## src/rtl/vga_fb_reader.sv

```systemverilog
// Pixel-side framebuffer scanner: upscales a low-res RRRGGGBB framebuffer to the
// visible raster, with a colour-bar fallback and syncs delayed to match rgb.
module vga_fb_reader #(
    parameter int unsigned H_ACTIVE    = 640,
    parameter int unsigned V_ACTIVE    = 480,
    parameter int unsigned SCALE_SHIFT = 2,
    parameter int unsigned FB_W        = 160,
    parameter int unsigned AW          = 15,
    parameter int unsigned RD_LAT      = 1
) (
    input  logic          pixel_clk,
    input  logic          rst_n,
    input  logic [10:0]   hcount,
    input  logic [10:0]   vcount,
    input  logic          hs_in,
    input  logic          vs_in,
    input  logic          vblank_in,
    input  logic          fb_en,
    output logic [AW-1:0] fb_addr,
    output logic          fb_rd,
    input  logic [7:0]    fb_data,
    output logic [7:0]    rgb,
    output logic          hs_out,
    output logic          vs_out,
    output logic          vblank_out,
    output logic          frame_pulse,
    output logic [7:0]    frame_cnt
);

    localparam int unsigned CW = 11;
    localparam logic [CW-1:0] ROW_MASK = CW'((1 << SCALE_SHIFT) - 1);

    logic [AW-1:0] line_base;
    logic          mode;

    // Index 0 is stage 1 (aligned with fb_addr); index RD_LAT aligns with fb_data.
    logic [RD_LAT:0] act_pipe;
    logic [RD_LAT:0] mode_pipe;
    logic [2:0]      bar_pipe [RD_LAT+1];

    logic [RD_LAT:0] hs_pipe;
    logic [RD_LAT:0] vs_pipe;
    logic [RD_LAT:0] vb_pipe;

    logic            active_c;
    logic            frame_start_c;
    logic            mode_next_c;
    logic            line_end_c;
    logic [AW-1:0]   pix_addr_c;

    function automatic logic [7:0] bar_colour(input logic [2:0] idx);
        case (idx)
            3'd0:    bar_colour = 8'hFF;
            3'd1:    bar_colour = 8'hFC;
            3'd2:    bar_colour = 8'h1F;
            3'd3:    bar_colour = 8'h1C;
            3'd4:    bar_colour = 8'hE3;
            default: bar_colour = 8'h00;
        endcase
    endfunction

    // The first pixel of a frame already uses the newly sampled mode.
    always_comb begin
        active_c      = (hcount < CW'(H_ACTIVE)) && (vcount < CW'(V_ACTIVE));
        frame_start_c = (hcount == '0) && (vcount == '0);
        mode_next_c   = frame_start_c ? fb_en : mode;
        line_end_c    = (hcount == CW'(H_ACTIVE)) && (vcount < CW'(V_ACTIVE)) &&
                        ((vcount & ROW_MASK) == ROW_MASK);
        pix_addr_c    = line_base + AW'(hcount >> SCALE_SHIFT);
    end

    // Address generation: line_base advances one fb row every 2^SCALE_SHIFT lines.
    always_ff @(posedge pixel_clk or negedge rst_n) begin
        if (!rst_n) begin
            line_base <= '0;
            fb_addr   <= '0;
        end else begin
            if (vcount >= CW'(V_ACTIVE)) begin
                line_base <= '0;
            end else if (line_end_c) begin
                line_base <= line_base + AW'(FB_W);
            end
            if (active_c) begin
                fb_addr <= pix_addr_c;
            end
        end
    end

    // Frame-start bookkeeping and mode latch.
    always_ff @(posedge pixel_clk or negedge rst_n) begin
        if (!rst_n) begin
            mode        <= 1'b0;
            frame_pulse <= 1'b0;
            frame_cnt   <= '0;
        end else begin
            mode        <= mode_next_c;
            frame_pulse <= frame_start_c;
            if (frame_start_c) begin
                frame_cnt <= frame_cnt + 8'd1;
            end
        end
    end

    // Pixel flags travel alongside the RAM read.
    always_ff @(posedge pixel_clk or negedge rst_n) begin
        if (!rst_n) begin
            act_pipe  <= '0;
            mode_pipe <= '0;
            for (int i = 0; i <= int'(RD_LAT); i++) begin
                bar_pipe[i] <= '0;
            end
        end else begin
            act_pipe    <= {act_pipe[RD_LAT-1:0], active_c};
            mode_pipe   <= {mode_pipe[RD_LAT-1:0], mode_next_c};
            bar_pipe[0] <= hcount[9:7];
            for (int i = 1; i <= int'(RD_LAT); i++) begin
                bar_pipe[i] <= bar_pipe[i-1];
            end
        end
    end

    // Colour select.
    always_ff @(posedge pixel_clk or negedge rst_n) begin
        if (!rst_n) begin
            rgb <= '0;
        end else if (!act_pipe[RD_LAT]) begin
            rgb <= '0;
        end else if (mode_pipe[RD_LAT]) begin
            rgb <= fb_data;
        end else begin
            rgb <= bar_colour(bar_pipe[RD_LAT]);
        end
    end

    // Sync inputs already lag the counters by one, so RD_LAT+1 stages align them with rgb.
    always_ff @(posedge pixel_clk or negedge rst_n) begin
        if (!rst_n) begin
            hs_pipe <= '1;
            vs_pipe <= '1;
            vb_pipe <= '0;
        end else begin
            hs_pipe <= {hs_pipe[RD_LAT-1:0], hs_in};
            vs_pipe <= {vs_pipe[RD_LAT-1:0], vs_in};
            vb_pipe <= {vb_pipe[RD_LAT-1:0], vblank_in};
        end
    end

    assign fb_rd      = act_pipe[0];
    assign hs_out     = hs_pipe[RD_LAT];
    assign vs_out     = vs_pipe[RD_LAT];
    assign vblank_out = vb_pipe[RD_LAT];

endmodule

```

## config.mk

```make
export PLATFORM = sky130hd
export DESIGN_NAME = vga_fb_reader
export DESIGN_NICKNAME = d
export VERILOG_FILES = /design/src/rtl/vga_fb_reader.sv
export SDC_FILE = /design/constraint.sdc
export NUM_CORES = 1
export LEC_CHECK = 0
export ABC_AREA = 0
export BUFFER_PORTS_ARGS = -buffer_cell sky130_fd_sc_hd__buf_2
export CORE_ASPECT_RATIO = 0.75
export CORE_MARGIN = 5
export CORE_UTILIZATION = 55
export CTS_CLUSTER_SIZE = 25
export DETAILED_ROUTE_END_ITERATION = 8
export PLACE_DENSITY_LB_ADDON = 0.15
export SETUP_SLACK_MARGIN = 0.1
export SLEW_MARGIN = 20
export SYNTH_ARGS = -nofsm -noshare
export SYNTH_HDL_FRONTEND = slang
export SYNTH_SLANG_ARGS = --single-unit
```

## constraint.sdc

```tcl
create_clock -name pixel_clk -period 3.3 [get_ports pixel_clk]
set_input_delay 0.165 -clock pixel_clk [delete_from_list [all_inputs] [get_ports pixel_clk]]
set_output_delay 0.165 -clock pixel_clk [all_outputs]
set_load 0.02 [all_outputs]
```

==> run_results.csv <==
group,metric,value,unit
min_path,min_path_type,"in -> reg",
detailed_routing,drt_iter0_markers,101,
yosys,synth-edff-count,0,
clock_tree,numCtsBuffers,9,
cells_and_area,nets,348,
clock_tree,clock-root-buffer,"clkbuf_8",
detailed_routing,drc,0,
yosys,synth.most_common_cell,"dfrtp_1",
clock_tree,ctsHtreeMaxLevel,3,
placed_design,place_congestion,0.816,
sta,worst_slack,1.34,ns
cells_and_area,multi_input_area,992,um^2
worst_setup_path,start_kind,"input port",
run_status,outcome,"finished clean",
detailed_routing,wl_per_cell,15.5,um
cells_and_area,seq_area,1460,um^2
cells_and_area,stdcell_area,3190,um^2
placed_design,portBuffers,71,
worst_setup_path,cp_max_fo,18,
clock_tree,cts_setup_buffers,0,
yosys,muxShareOfSynthArea,1.76,%
floorplanning,initial_core_util,56.4,%
clock_tree,cts_tree,"built",
detailed_routing,ant_nets,0,
yosys,synth-simple-area-share,19.2,%
yosys,ys.warnings.count,0,
sta,setup_viol,0,
yosys,synth.top_cell.area_share,54.3,%
placed_design,place_area,2910,um^2
yosys,yosys.area_share.adder,3.02,%
grt,grt_pass1_vias,1958,
grt,grt_pass1_wl,9.26,mm
cells_and_area,instances_no_fill,368,
clock_tree,numClockSinks,58,
detailed_routing,wirelength,5.72,mm
grt,grt_start_max_net_pins,42,
sta,rsz0062_at_grt,"false",
detailed_routing,viasPerCell,5.52,
worst_setup_path,arrival,2.21,ns
sta,maxSlewViolCount,0,
yosys,synth_ff_type,"dfrtp_1",
placed_design,dp.cells,346,
floorplanning,num_rows,21,
clock_tree,cts_repair_resize_count,0,
placed_design,hpwlAfterDp,4.22,mm
cells_and_area,fillers,328,
sta,finalCriticalPeriod,1.96,ns
detailed_routing,drt_first_pass_iters,5,
sta,slew-limit-headroom,41.6,%
worst_setup_path,critPathKind,"in -> reg",
placed_design,place_ws,1.36,ns
yosys,synth-xor-area-share,4.22,%
clock_tree,path_clk_slew,0.07,ns
floorplanning,dieArea,5990,um^2
yosys,async_reset_ff_share,100,%
yosys,synth_seq_area_share,58.5,%
cells_and_area,layout-drive-gt1-share,31.8,%
power,leakage,1.65,nW
clock_tree,clockBufferDepth,2,
detailed_routing,vias,2031,
sta,fin_worst_skew,0.00444,ns
floorplanning,die_w,87.7,um
yosys,yosysTopAreaCell,"dfrtp_1",
yosys,avgSynthCellArea,11.2,um^2
worst_setup_path,end_kind,"register",
grt,grt_use_total,20.8,%
yosys,synth_nets,264,
cells_and_area,diodes,0,
grt,overflow,0,
floorplanning,die_h,68.3,um
sta,fin_crit_sh,59.3,%
yosys,post_synth_inst_count,222,
clock_tree,cts_hold_buf,6,
worst_setup_path,r2r.worst_path.cells,5,
power,irDropWorstVdd,409,uV
floorplanning,core_area,4410,um^2
sta,timing.fmax,511,MHz
yosys,netlist_area,2490,um^2
clock_tree,clk_latency,0.34,ns
sta,finalHoldViolations,0,
yosys,yosysUniqueCellTypes,36,
yosys,synth_compound_area_share,11.6,%
yosys,netlist_top_cells_count,"dfrtp_1 (54), nand2_1 (36), nand3_1 (10)",
power,p_per_area,520,nW/um^2
sta,setup_tns,0,ns
job,drv_cap,0,
grt,antenna_found_initial,0,
floorplanning,io_pins,72,
yosys,synth_top_family_by_area,"simple AND/OR/NAND/NOR gates",
min_path,min_path_cells,1,
yosys,ys_ff_latch,58,
yosys,netlist_top_cells_area,"dfrtp_1 (54%), nand2_1 (5.4%), dfstp_2 (4.2%)",
cells_and_area,area_delta_synth_final,28.3,%
worst_setup_path,worstPathRequired,3.56,ns
sta,worstMarginPinSlew,0.876,ns
[flip-flops by register name, summed over array words and instances, names as in the netlist]
signal / cells
vs_pipe: 2
vb_pipe: 2
frame_cnt: 8
bar_pipe: 6
line_base: 10
mode_pipe: 2
act_pipe: 2
hs_pipe: 2
rgb: 8
frame_pulse: 1
fb_addr: 15
[kinds of logic (layout without fill, tap and decap cells)]
group | count (synthesis) | in the layout
AND/OR/NAND/NOR | 91 | 91
flip-flops | 58 | 58
AO/OA/AOI/OAI | 41 | 41
XOR/XNOR | 12 | 12
buffers and inverters | 10 | 99
adder cells (fa/ha/maj) | 6 | 6
multiplexers | 4 | 4
[per-layer routing]
layer  global-route usage, %  part of all wire [%]  up-vias
li1                        -                     -      978
met1                    26.0                    43      974
met2                    33.1                    47       69
met3                    7.94                   8.7       10
met4                    7.66                   1.3        0
met5                       0                     0        -
[critical path, stage by stage]
cell and delay, ns:
dlygate4sd3_1 0.53, buf_2 0.15, and4_1 0.22, nand4_2 0.37
or4_1 0.62, a21oi_1 0.16
[cells in the final DEF (no fill, tap or decap), types with 2 or more instances in the layout]
| cell type | n |
|---|---|
| a211o_1 | 2 |
| a21boi_0 | 5 |
| a21o_1 | 2 |
| a21oi_1 | 9 |
| and3_1 | 2 |
| and4_1 | 2 |
| buf_2 | 71 |
| buf_4 | 2 |
| bufinv_16 | 2 |
| clkbuf_8 | 11 |
| dfrtp_1 | 54 |
| dfstp_2 | 4 |
| dlygate4sd3_1 | 6 |
| ha_1 | 6 |
| inv_1 | 4 |
| mux2_2 | 3 |
| nand2_1 | 36 |
| nand3_1 | 10 |
| nand4_1 | 5 |
| nor2_1 | 7 |
| nor2b_1 | 3 |
| nor3_1 | 5 |
| nor4_1 | 5 |
| o211ai_1 | 6 |
| o21ai_0 | 9 |
| o311ai_0 | 2 |
| o31ai_1 | 2 |
| o41ai_1 | 2 |
| or3_1 | 5 |
| or4_1 | 7 |
| xnor2_1 | 3 |
| xor2_1 | 9 |
[final cells by class]
| class | count | share of cell area [%] |
|---|---|---|
| sequential | 58 | 45.6 |
| multi-input combinational | 154 | 31.1 |
| timing repair buffer | 79 | 13.5 |
| clock buffer | 12 | 4.86 |
| clock inverter | 4 | 2.31 |
| tap | 57 | 2.23 |
| inverter | 4 | 0.470 |
[worst paths after layout]
kind,slack [ns],endpoint,startpoint
setup / recovery,1.34,line_base[12],hcount[7]
hold / removal,0.02,bar_pipe[4],hcount[8]
setup reg to reg,1.43,fb_addr[10],line_base[8]
hold reg to reg,0.35,bar_pipe[0],bar_pipe[3]
max in group asynchronous,1.98,hs_pipe[0],rst_n
min in group asynchronous,0.49,fb_addr[6],rst_n
[through the flow]
| stage | hold WS, ns | total power, mW | utilization [%] |
|---|---|---|---|
| final | 0.0209 | 1.66 | 72.4 |
| after global routing | 0.000544 | 1.73 | 72.4 |
| after CTS | 0.00750 | 1.68 | 72.4 |
| after detailed placement | 0.272 | 0.927 | 65.8 |
| after global placement | 0.270 | 0.923 | 65.8 |
| after floorplan | -0.131 | 0.845 | - |
[report_power, final]
part	internal [mW]	leakage [nW]	switching, mW
clock	0.466	0.117	0.276
combinational	0.0577	0.768	0.0982
sequential	0.746	0.763	0.0161
(Power assumes the default switching activity.)
